### src/rtl/issue_ordered_resource_pool.sv
// issue_ordered_resource_pool
// Shares NUM_UNITS identical resources among NUM_PORTS requesters using per-unit locks.
// Free units go to the oldest pending issue IDs first. Age is compared modulo
// 2^ID_WIDTH, and ties go to the lower port index. Several grants can be made in one
// cycle. A rollback flush frees every owner that is younger than the boundary ID.
//
// Ports:
//   clk, rst_n        clock, asynchronous active-low reset
//   port_req          per-port level request; held high to keep the unit
//   port_issue_id     per-port issue ID, stable while port_req is high
//   port_release      per-port single-cycle release pulse
//   flush_valid       rollback pulse
//   flush_issue_id    flush boundary ID; strictly younger owners/requesters are killed
//   port_grant        per-port "owns a unit" (registered)
//   port_unit         per-port index of the owned unit (registered, 0 when not granted)
//   busy_count        number of locked units (registered)
//   lock_error        sticky flag: release seen from a port without a grant
module issue_ordered_resource_pool #(
    parameter int unsigned NUM_PORTS = 2,
    parameter int unsigned NUM_UNITS = 4,
    parameter int unsigned ID_WIDTH  = 16,
    localparam int unsigned UIDX_W   = (NUM_UNITS > 1) ? $clog2(NUM_UNITS) : 1,
    localparam int unsigned CNT_W    = $clog2(NUM_UNITS + 1)
) (
    input  logic                                  clk,
    input  logic                                  rst_n,
    input  logic [NUM_PORTS-1:0]                  port_req,
    input  logic [NUM_PORTS-1:0][ID_WIDTH-1:0]    port_issue_id,
    input  logic [NUM_PORTS-1:0]                  port_release,
    input  logic                                  flush_valid,
    input  logic [ID_WIDTH-1:0]                   flush_issue_id,
    output logic [NUM_PORTS-1:0]                  port_grant,
    output logic [NUM_PORTS-1:0][UIDX_W-1:0]      port_unit,
    output logic [CNT_W-1:0]                      busy_count,
    output logic                                  lock_error
);

    localparam int unsigned OIDX_W = (NUM_PORTS > 1) ? $clog2(NUM_PORTS) : 1;

    // A is older than B when (A - B) mod 2^ID_WIDTH has its MSB set.
    function automatic logic is_older(input logic [ID_WIDTH-1:0] a,
                                      input logic [ID_WIDTH-1:0] b);
        logic [ID_WIDTH-1:0] diff;
        diff = a - b;
        return diff[ID_WIDTH-1];
    endfunction

    logic [NUM_UNITS-1:0]                  unit_locked_q, unit_locked_d;
    logic [NUM_UNITS-1:0][OIDX_W-1:0]      unit_owner_q, unit_owner_d;
    logic [NUM_UNITS-1:0][ID_WIDTH-1:0]    unit_id_q, unit_id_d;
    logic [NUM_PORTS-1:0]                  port_grant_q, port_grant_d;
    logic [NUM_PORTS-1:0][UIDX_W-1:0]      port_unit_q, port_unit_d;
    logic [CNT_W-1:0]                      busy_count_q, busy_count_d;
    logic                                  lock_error_q, lock_error_d;

    logic [NUM_PORTS-1:0]                  port_free;
    logic [NUM_PORTS-1:0]                  cand;
    logic [NUM_PORTS-1:0]                  alloc_port;
    logic [NUM_PORTS-1:0][UIDX_W-1:0]      alloc_unit;
    logic [NUM_UNITS-1:0]                  unit_free;
    logic [NUM_UNITS-1:0]                  unit_alloc;
    logic [NUM_UNITS-1:0]                  avail;
    logic [NUM_PORTS-1:0]                  remaining;
    logic                                  found;
    logic [OIDX_W-1:0]                     best;
    logic                                  ufound;
    logic [UIDX_W-1:0]                     uidx;

    // Ports that give up their unit at this edge.
    always_comb begin
        port_free = '0;
        cand      = '0;
        for (int p = 0; p < NUM_PORTS; p++) begin
            port_free[p] = port_grant_q[p] &&
                (port_release[p] || !port_req[p] ||
                 (flush_valid && is_older(flush_issue_id, unit_id_q[port_unit_q[p]])));
            cand[p] = port_req[p] && !port_grant_q[p] && !port_release[p] &&
                      !(flush_valid && is_older(flush_issue_id, port_issue_id[p]));
        end
        unit_free = '0;
        for (int u = 0; u < NUM_UNITS; u++) begin
            unit_free[u] = unit_locked_q[u] && port_free[unit_owner_q[u]];
        end
    end

    // Allocation: on each pass, pick the oldest remaining candidate and give it the
    // lowest free unit. Only units that were free before this edge count (no bypass).
    always_comb begin
        avail        = ~unit_locked_q;
        remaining    = cand;
        alloc_port   = '0;
        alloc_unit   = '0;
        unit_alloc   = '0;
        unit_owner_d = unit_owner_q;
        unit_id_d    = unit_id_q;
        found        = 1'b0;
        best         = '0;
        ufound       = 1'b0;
        uidx         = '0;
        for (int k = 0; k < NUM_PORTS; k++) begin
            found = 1'b0;
            best  = '0;
            // Scanning in ascending index order leaves ties with the lower port index.
            for (int p = 0; p < NUM_PORTS; p++) begin
                if (remaining[p]) begin
                    if (!found ||
                        (is_older(port_issue_id[p], port_issue_id[best]) &&
                         !is_older(port_issue_id[best], port_issue_id[p]))) begin
                        found = 1'b1;
                        best  = OIDX_W'(p);
                    end
                end
            end
            ufound = 1'b0;
            uidx   = '0;
            for (int u = NUM_UNITS - 1; u >= 0; u--) begin
                if (avail[u]) begin
                    ufound = 1'b1;
                    uidx   = UIDX_W'(u);
                end
            end
            if (found && ufound) begin
                alloc_port[best]   = 1'b1;
                alloc_unit[best]   = uidx;
                remaining[best]    = 1'b0;
                avail[uidx]        = 1'b0;
                unit_alloc[uidx]   = 1'b1;
                unit_owner_d[uidx] = best;
                unit_id_d[uidx]    = port_issue_id[best];
            end
        end
    end

    always_comb begin
        unit_locked_d = (unit_locked_q & ~unit_free) | unit_alloc;
        port_grant_d  = (port_grant_q & ~port_free) | alloc_port;
        for (int p = 0; p < NUM_PORTS; p++) begin
            if (alloc_port[p]) begin
                port_unit_d[p] = alloc_unit[p];
            end else if (port_free[p]) begin
                port_unit_d[p] = '0;
            end else begin
                port_unit_d[p] = port_unit_q[p];
            end
        end
        busy_count_d = '0;
        for (int u = 0; u < NUM_UNITS; u++) begin
            busy_count_d = busy_count_d + CNT_W'(unit_locked_d[u]);
        end
        lock_error_d = lock_error_q | (|(port_release & ~port_grant_q));
    end

    always_ff @(posedge clk or negedge rst_n) begin
        if (!rst_n) begin
            unit_locked_q <= '0;
            unit_owner_q  <= '0;
            unit_id_q     <= '0;
            port_grant_q  <= '0;
            port_unit_q   <= '0;
            busy_count_q  <= '0;
            lock_error_q  <= 1'b0;
        end else begin
            unit_locked_q <= unit_locked_d;
            unit_owner_q  <= unit_owner_d;
            unit_id_q     <= unit_id_d;
            port_grant_q  <= port_grant_d;
            port_unit_q   <= port_unit_d;
            busy_count_q  <= busy_count_d;
            lock_error_q  <= lock_error_d;
        end
    end

    assign port_grant = port_grant_q;
    assign port_unit  = port_unit_q;
    assign busy_count = busy_count_q;
    assign lock_error = lock_error_q;

endmodule

### config.mk
export PLATFORM = sky130hd
export DESIGN_NAME = issue_ordered_resource_pool
export DESIGN_NICKNAME = d
export VERILOG_FILES = /design/src/rtl/issue_ordered_resource_pool.sv
export SDC_FILE = /design/constraint.sdc
export NUM_CORES = 1
export LEC_CHECK = 0
export BUFFER_PORTS_ARGS = -buffer_cell sky130_fd_sc_hd__buf_2
export CORE_ASPECT_RATIO = 0.9
export CORE_MARGIN = 3
export CORE_UTILIZATION = 50
export CTS_CLUSTER_SIZE = 8
export DETAILED_ROUTE_END_ITERATION = 8
export PLACE_DENSITY_LB_ADDON = 0.15
export SYNTH_ARGS = -nofsm -noshare
export SYNTH_HDL_FRONTEND = slang
export SYNTH_SLANG_ARGS = --single-unit
### constraint.sdc
create_clock -name clk -period 7.4 [get_ports clk]
set_input_delay 1.11 -clock clk [delete_from_list [all_inputs] [get_ports clk]]
set_output_delay 1.11 -clock clk [all_outputs]
set_load 0.01 [all_outputs]
==> results.md, run 1 <==
- Post-placement cell count: 1013
- Global Route Usage Sum: 0.285
- Initial Utilization: 0.521
- Final period util: 0.695
- Crit path kind: reg -> reg
- Synthesized cell area: 0.00746 mm²
- Pins Over Slew Limit: 0
- Diodes inserted: 0
- Syn_nets: 940
- DP Wirelength: 16300 µm
- First-pass GRT wire length: 36100 µm
- # setup viols final: 0
- Achievable Freq: 195 MHz
- Vias: 6880
- Post-CTS Setup Repair Bufs: 0
- Setup Skew: 8.71 ps
- Final Hold Fails: 0
- Port Buffers: 64
- Die Ht: 122 µm
- Core Area: 0.0143 mm²
- Min setup slack post-route: 2260 ps
- Post-DRT Antenna Nets: 0
- Nets@finish: 973
- Hold slack: 482 ps
- # IOs: 65
- Drt total wl: 23200 µm
- Leak: 3.71 nW
- Top-area cell type share of the netlist area: 0.275
- MaxCap Viol Count: 0
- Top cell type by total area after synthesis: dfrtp_1
- Die width: 135 µm
- Hold Buf Count CTS: 0
- Largest net degree at the start of global routing: 83
- Initial antenna violation count: 0
- DRT iter0 DRCs: 969
- Layout cell share with drive strength beyond 1: 0.173
- Gr ovfl total: 0
- Synth-to-Final Area Change: 9.04%
- Vias in the first global route: 6610
- Root buf cell: clkbuf_16
- Post-synth EDFFs: 0
- Avg Inst Size Synth: 9.35 µm²
- Critical Path End Type: flop
- Die ar.: 0.0164 mm²
- RSZ-0062 raised after global routing: no
- Non-filler cells, final: 1029
- Via/cell ratio: 6.69
- CTS resizes: 0
- TritonCTS clock tree: yes
- Measured slew at the worst slew-check pin: 1160 ps
- Clock-pin slew on the worst setup and hold paths: 70 ps
- Post-route DRC: 0
- Flops & latches, synth: 82
- Ys flop type: dfrtp_1
- Unique masters post-synth: 70
- YS warnings: 0
- Crit-path max FO: 10
- Cell count after synthesis: 798
- Status: finished, final reports clean
- Fraction of registers with async set/reset: 1.00
- Placer Congestion: 0.914
- Critical Path RT: 7630 ps
- DRT Pass-1 Iters: 5
- Max transition margin: 0.224
- TritonCTS buffer count: 9
- Clk sinks: 82
- CP arrival: 5370 ps
- Power Density: 326 mW/mm²
- Final core occ: 0.568
- Sequential-to-total area share from yosys stat: 0.275
- Crit path time final: 5140 ps
- Most frequent cell after synthesis: ha_1
- CTS H-tree depth: 3
- Routed WL per cell: 22.6 µm
- Setup WS pre-CTS: 2090 ps
- Synth cell count leaders: 86 x ha_1, 82 x dfrtp_1, 78 x a21oi_1, 66 x inv_1, 63 x o21ai_0
- Peak supply drop: 0.164 mV
- Cells taking the most area after synthesis: dfrtp_1 27%, ha_1 14%, mux4_2 9.7%
- Setup TNS: 0 ps
- Max Root-Sink Buffers: 2
- Hold WC Path Type: reg -> reg
- CP Launch Type: flop
- Worst skew pair latency: 350 ps
- Cell row count: 41
## power breakdown
part           internal, W  switching, W  leakage (nW)  total [W]
Combinational     0.000635      0.000686          2.60    0.00132
Clock             0.000240      0.000198         0.132   0.000438
Sequential        0.000659      0.000233         0.972   0.000892
## sequential cells by signal, summed over array words and instances (netlist names)
name           count
port_unit          4
unit_owner_q       4
busy_count         3
lock_error         1
unit_locked_q      4
unit_id_q         64
port_grant         2
## worst max-delay path, stage by stage (launching register included)
cell and delay, ps:
dfrtp_1 720, buf_4 360, mux4_2 540, inv_1 70, ha_1 160, nand3_1 70, a21oi_1 160, nor2_1 100
nor4_1 530, nor4_1 190, o31ai_1 710, mux2_2 290, o211ai_1 120, fa_1 530, ha_1 210, ha_1 270
## metrics by stage
stage | instance area, µm² | total power, W
finish | 8140 | 0.00265
CTS | 8140 | 0.00263
detailed placement | 7850 | 0.00219
floorplan | 7460 | 0.00180
global placement | 7850 | 0.00213
global route | 8140 | 0.00284
## final timing paths
check	startpoint	end	slack, ps	cells past startpoint
worst min register to register	lock_error	lock_error	480	2
worst max register to register	port_unit[2]	busy_count[1]	2260	15
worst min-delay path	lock_error	lock_error	480	2
min in group asynchronous	rst_n	port_grant[1]	920	1
worst max-delay path	port_unit[2]	busy_count[1]	2260	15
max in group asynchronous	rst_n	unit_id_q[45]	5730	1
## cells in the final DEF (no fill, tap or decap), types with 3 or more instances in the layout
cell        Yosys  layout
clkinvlp_4      0       3
nand2_1        31      31
mux2i_1        19      19
ha_1           86      86
and3_1          9       9
and3_4          3       3
or3_1           4       4
dfrtp_1        82      82
o31ai_1         3       3
a211oi_1       54      54
xor2_1          4       4
a221o_1         5       5
nand4_1         5       5
buf_2          18      63
a21o_1         14      14
buf_4           0      11
nor2_1         28      28
a31oi_1         5       5
nand3_1        11      11
a211oi_2        3       3
nor3_1          7       7
inv_1          66      66
a21boi_0        3       3
o21ai_1         5       5
a211o_1         3       3
o211ai_1        6       6
o22ai_1        49      49
nand2b_1        5       5
clkbuf_16       0       9
nor2b_1         7       7
xnor2_1         6       6
a21oi_1        78      78
mux4_2         32      32
o21ai_0        63      63
## per-layer routing
metal	vias to the layer above	global-route usage	wire length [µm]
met3	45	0.0578	2080
met5	-	0	0
met2	379	0.451	10700
met4	0	0.0872	575
li1	3135	-	-
met1	3321	0.397	9850
## area by class of cell
type	count	area [µm²]
sequential	82	2050
fill	1285	6180
inverter	67	251
tap	193	241
timing repair buffer	74	398
clock inverter	6	48.8
multi-input combinational	597	4910
clock buffer	10	239
## logic make-up (layout without fill, tap and decap cells)
logic type | after synthesis | count (layout) | synth area share
AND/OR/NAND/NOR | 128 | 128 | 0.0934
adder cells (fa/ha/maj) | 87 | 87 | 0.147
multiplexers | 54 | 54 | 0.127
XOR/XNOR | 10 | 10 | 0.0117
flip-flops | 82 | 82 | 0.275
buffers and inverters | 119 | 157 | 0.0689
AO/OA/AOI/OAI | 318 | 318 | 0.277
Power figures use the tool's default switching activity.
==> run 2: changes to the inputs <==
clock period = 4.7 ns   (was 7.4 ns; I/O delays follow)
==> results.md, run 2 (same netlist as run 1, synthesis figures left out) <==
- Status: finished, final reports clean
- Max incr delay on CP: 530 ps (-190 ps)
- Clk sinks: 82 (unchanged)
- Hold WC Path Type: reg -> reg
- TritonCTS buffer count: 9 (unchanged)
- Die Ht: 122 µm (unchanged)
- CTS H-tree depth: 3 (unchanged)
- Routed WL per cell: 22.4 µm (-0.47%)
- Power Density: 517 mW/mm² (+59%)
- MaxCap Viol Count: 0 (unchanged)
- Post-placement cell count: 1029 (+1.6%)
- Setup TNS: 0 ps (unchanged)
- Filler Cell Count: 1271 (-1.1%)
- Via/cell ratio: 6.63 (-0.90%)
- CP arrival: 4650 ps (-720 ps)
- Vias: 6924 (+0.64%)
- Peak supply drop: 0.304 mV (+85%)
- Max transition margin: 0.278 (+0.0548)
- Final Hold Fails: 0 (unchanged)
- Cell row count: 41 (unchanged)
- Die ar.: 0.0164 mm² (unchanged)
- Clock-pin slew on the worst setup and hold paths: 60 ps (about the same)
- Vias in the first global route: 6849 (+3.6%)
- Top cell family by delay on the critical path: adder cells
- Layout cell share with drive strength beyond 1: 0.190 (+0.0167)
- Drt total wl: 23500 µm (+1.1%)
- Slowest CP cell: mux4_2
- Initial antenna violation count: 0 (unchanged)
- Critical Path RT: 4920 ps (-2710 ps)
- Non-filler cells, final: 1045 (+1.6%)
- Max reg flops: 64 (unchanged)
- Achievable Freq: 226 MHz (+16%)
- Crit path time final: 4420 ps (-719 ps)
- CP cell instances: mux4_2, inv_1, ha_1, a2111oi_0, o21ai_0, nor2_1, nor4_1, nor4_2, o31ai_1, buf_4, mux2_2, o211ai_1, fa_1, ha_1, ha_1
- Buf+Inv Stages, Crit Path: 2 (unchanged)
- Measured slew at the worst slew-check pin: 1080 ps (-78.9 ps)
- Nets@finish: 989 (+1.6%)
- FF+latch area: 0.00205 mm² (about the same)
- DRT iter0 DRCs: 758 (-22%)
- # setup viols final: 0 (unchanged)
- Final period util: 0.941 (+0.246)
- Initial Utilization: 0.521 (unchanged)
- Port Buffers: 64 (unchanged)
- Largest net degree at the start of global routing: 83 (unchanged)
- Commonest non-fill, non-tap cell in the layout: ha_1
- Die width: 135 µm (unchanged)
- Gr ovfl total: 0 (unchanged)
- Worst skew pair latency: 350 ps (about the same)
- Largest register by flop count: unit_id_q
- Post-DRT Antenna Nets: 0 (unchanged)
- TritonCTS clock tree: yes
- DP Wirelength: 17000 µm (+4.6%)
- Synth-to-Final Area Change: 11.7%
- CP Launch Type: flop
- Placer Congestion: 0.964 (+5.5%)
- Final core occ: 0.582 (+0.0137)
- Pins Over Slew Limit: 0 (unchanged)
- Crit path kind: reg -> reg
- Global Route Usage Sum: 0.292 (+0.00684)
- CP dominant cell by count: ha_1
- Setup Skew: 8.88 ps (+0.173 ps)
- Diodes inserted: 0 (unchanged)
- RSZ-0062 raised after global routing: no
- Core Area: 0.0143 mm² (unchanged)
- Leak: 3.81 nW (+2.9%)
- Post-route DRC: 0 (unchanged)
- Highest-count cells in the layout ignoring fill and taps: 86 x ha_1, 81 x dfrtp_1, 78 x a21oi_1
- First-pass GRT wire length: 37300 µm (+3.1%)
- Multi-input logic area: 0.00491 mm² (+0.13%)
- Root buf cell: clkbuf_16
- Final Cell Area: 0.00833 mm² (+2.4%)
- # IOs: 65 (unchanged)
- Crit-path max FO: 6 (-4)
- DRT Pass-1 Iters: 6 (+1)
- Post-DP Area: 0.00801 mm² (+2.0%)
- Pwr Total: 0.00431 W (+62%)
- Critical Path End Type: flop
- Max Root-Sink Buffers: 2 (unchanged)
run 2: cell count changes in the layout (fill, tap and decap cells not counted), moves of 2 or more:
cell and delta:
clkinvlp_4 -2, buf_4 +13, bufinv_16 +2, buf_12 +3
run 2: area by class of cell:
cell class / instances / area share
clock buffer: 10 / 0.0275
clock inverter: 6 / 0.0108
inverter: 67 / 0.0302
multi-input combinational: 597 / 0.589
sequential: 82 / 0.246
tap: 193 / 0.0290
timing repair buffer: 90 / 0.0667
run 2: worst paths after layout:
check / depth (start not counted) / slack, ps / startpoint / to
min: 2 / 500 / lock_error / lock_error
min in group asynchronous: 1 / 570 / rst_n / unit_locked_q[1]
max: 15 / 280 / port_unit[2] / busy_count[1]
min reg2reg: 2 / 500 / lock_error / lock_error
max in group asynchronous: 1 / 3410 / rst_n / port_unit[2]
max reg2reg: 15 / 280 / port_unit[2] / busy_count[1]
run 2: what timing repair did:
action / CTS / global route
hold buffers: 0 / 0
resized for setup: 0 / 2
setup endpoints to repair: 0 / 2
buffers inserted: 0 / 0
hold endpoints to repair: 0 / 0
run 2: tightest hold or removal path, cell delays in order (launching register included):
cell and delay (ps):
dfrtp_1 360, a21oi_1 40, o21ai_0 60
run 2: through the flow:
step / setup slack, ps / hold WS (ps)
global route: 63.1 / 518
global placement: 387 / 483
CTS: 128 / 504
finish: 279 / 498
floorplan: 83.2 / 409
detailed placement: 183 / 491
run 2: metal layers:
layer	track usage	vias up	routed length, µm
met2	0.455	351	10800
li1	-	3152	-
met1	0.412	3373	9910
met4	0.106	0	706
met3	0.0487	48	2020
met5	0	-	0
run 2: report_power, final:
| group | total, W | switching (W) | internal (W) |
|---|---|---|---|
| clock network | 0.000776 | 0.000308 | 0.000468 |
| registers | 0.00137 | 0.000332 | 0.00104 |
| logic | 0.00216 | 0.00112 | 0.00104 |
==> run 3: changes to the inputs <==
CORE_MARGIN = 2   (was 3)
==> results.md, run 3 (same netlist as run 1, synthesis figures left out) <==
- Min setup slack post-route: 286 ps (+7.96 ps)
- Synth-to-Final Area Change: 11.0%
- CTS resizes: 0 (unchanged)
- Hold Buf Count CTS: 0 (unchanged)
- Largest register by flop count: unit_id_q
- Sw Share: 0.413 (+0.00541)
- Global Route Usage Sum: 0.301 (+0.00949)
- Die width: 133 µm (-1.5%)
- Layout cell share with drive strength beyond 1: 0.187 (-0.00308)
- Power Density: 513 mW/mm² (-0.84%)
- Highest-count cells in the layout ignoring fill and taps: 86 x ha_1, 82 x dfrtp_1, 78 x a21oi_1
- Port Buffers: 64 (unchanged)
- Sequential share of power: 0.323 (+0.004)
- Crit path kind: reg -> reg
- Peak supply drop: 0.329 mV (+8.1%)
- Crit path time final: 4410 ps (-7.96 ps)
- Max Root-Sink Buffers: 2 (unchanged)
- Via/cell ratio: 6.58 (-0.65%)
- Setup TNS: 0 ps (unchanged)
- Vias: 6899 (-0.36%)
- CTS H-tree depth: 3 (unchanged)
- Status: finished, final reports clean
- Leak: 3.78 nW (-0.78%)
- Nets@finish: 987 (-0.20%)
- Die ar.: 0.0159 mm² (-3.1%)
- MaxCap Viol Count: 0 (unchanged)
- Setup Skew: 6.87 ps (-2.01 ps)
- # setup viols final: 0 (unchanged)
- Max reg flops: 64 (unchanged)
- Vias in the first global route: 6874 (+0.37%)
- Worst skew pair latency: 350 ps (about the same)
- Worst R2R Start: port_unit[0]
- DRT Pass-1 Iters: 5 (-1)
- Cell row count: 42 (+2.4%)
- Initial Utilization: 0.509 (-0.0124)
- Measured slew at the worst slew-check pin: 1080 ps (-4.43 ps)
- Crit-path max FO: 17 (+11)
- Routed WL per cell: 22.1 µm (-1.7%)
- Pins Over Slew Limit: 0 (unchanged)
- Core Area: 0.0147 mm² (+2.4%)
- Critical Path End Type: flop
- Final Hold Fails: 0 (unchanged)
- Post-DRT Antenna Nets: 0 (unchanged)
- Commonest non-fill, non-tap cell in the layout: ha_1
- Hold Path Origin: lock_error
- CP Launch Type: flop
- Clock-pin slew on the worst setup and hold paths: 70 ps (about the same)
- Placer Congestion: 0.941 (-2.4%)
- RSZ-0062 raised after global routing: no
- First-pass GRT wire length: 36800 µm (-1.3%)
- Die Ht: 120 µm (-1.6%)
- Clock Power Share: 0.170 (-0.010)
- TritonCTS buffer count: 9 (unchanged)
- # IOs: 65 (unchanged)
- TritonCTS clock tree: yes
- Max transition margin: 0.281 (+0.00296)
- Initial antenna violation count: 0 (unchanged)
- Clk sinks: 82 (unchanged)
- Critical Path RT: 4940 ps (+20 ps)
- Hold slack: 486 ps (-11.5 ps)
- Switching power: 0.00176 W (about the same)
- Post-CTS Setup Repair Bufs: 0 (unchanged)
- Gr ovfl total: 0 (unchanged)
- Hold WC Path Type: reg -> reg
- DP Wirelength: 16900 µm (-1.0%)
- Diodes inserted: 0 (unchanged)
- Internal power: 0.00249 W (-2.3%)
- Drt total wl: 23100 µm (-1.4%)
- CP arrival: 4650 ps (about the same)
- Root buf cell: clkbuf_16
- Largest net degree at the start of global routing: 83 (unchanged)
- Setup WS pre-CTS: 306 ps (+122 ps)
- DRT iter0 DRCs: 851 (+12%)
- Final period util: 0.939 (-0.00169)
- Post-route DRC: 0 (unchanged)
- Combinational share of power: 0.507 (+0.006)
- Achievable Freq: 227 MHz (+0.18%)
- Worst Setup SP: port_unit[0]
## run 3: stage by stage
step	instances	util	area (µm²)	power (W)
finish	1048	0.565	8290	0.00425
global route	1048	0.565	8290	0.00457
CTS	1048	0.565	8280	0.00422
detailed placement	1032	0.545	7990	0.00348
global placement	1032	0.545	7990	0.00338
floorplan	798	-	7460	0.00284
## run 3: cell type report
class	count	area [µm²]
fillers	1313	6370
multi-input cells	597	4910
flip-flops and latches	82	2050
repair buffers	88	528
inverters	67	251
well taps	198	248
clock buffers	10	229
clock inverters	6	66.3
## run 3: worst paths after layout
path | end | slack (ps) | cells past startpoint
setup / recovery | busy_count[1] | 290 | 16
hold / removal | lock_error | 490 | 2
setup reg to reg | busy_count[1] | 290 | 16
hold reg to reg | lock_error | 490 | 2
max in group asynchronous | unit_id_q[37] | 3460 | 1
min in group asynchronous | busy_count[0] | 550 | 1
## run 3: power groups by stage
stage	combinational [W]	clock (W)	sequential, W
CTS	0.00214	0.000727	0.00136
finish	0.00215	0.000723	0.00137
global route	0.00241	0.000755	0.00141
floorplan	0.00163	0	0.00121
detailed placement	0.00212	0	0.00136
global placement	0.00204	0	0.00134
## run 3: layer usage
layer / vias up / GRT usage / part of all wire
met1: 3358 / 0.410 / 0.44
met3: 60 / 0.0583 / 0.077
met5: - / 0 / 0
li1: 3144 / - / -
met4: 0 / 0.125 / 0.029
met2: 337 / 0.473 / 0.46
## run 3: worst max-delay path: stages (launching register included)
cell and delay, ps:
dfrtp_1 390, buf_12 200, mux4_2 520, inv_1 70
ha_1 230, a211oi_1 250, nand2_1 80, a221oi_1 320
o221ai_2 180, xnor2_1 170, a21oi_1 260, nor2_1 140
mux2_2 280, o211ai_1 240, fa_1 480, ha_1 210
ha_1 260
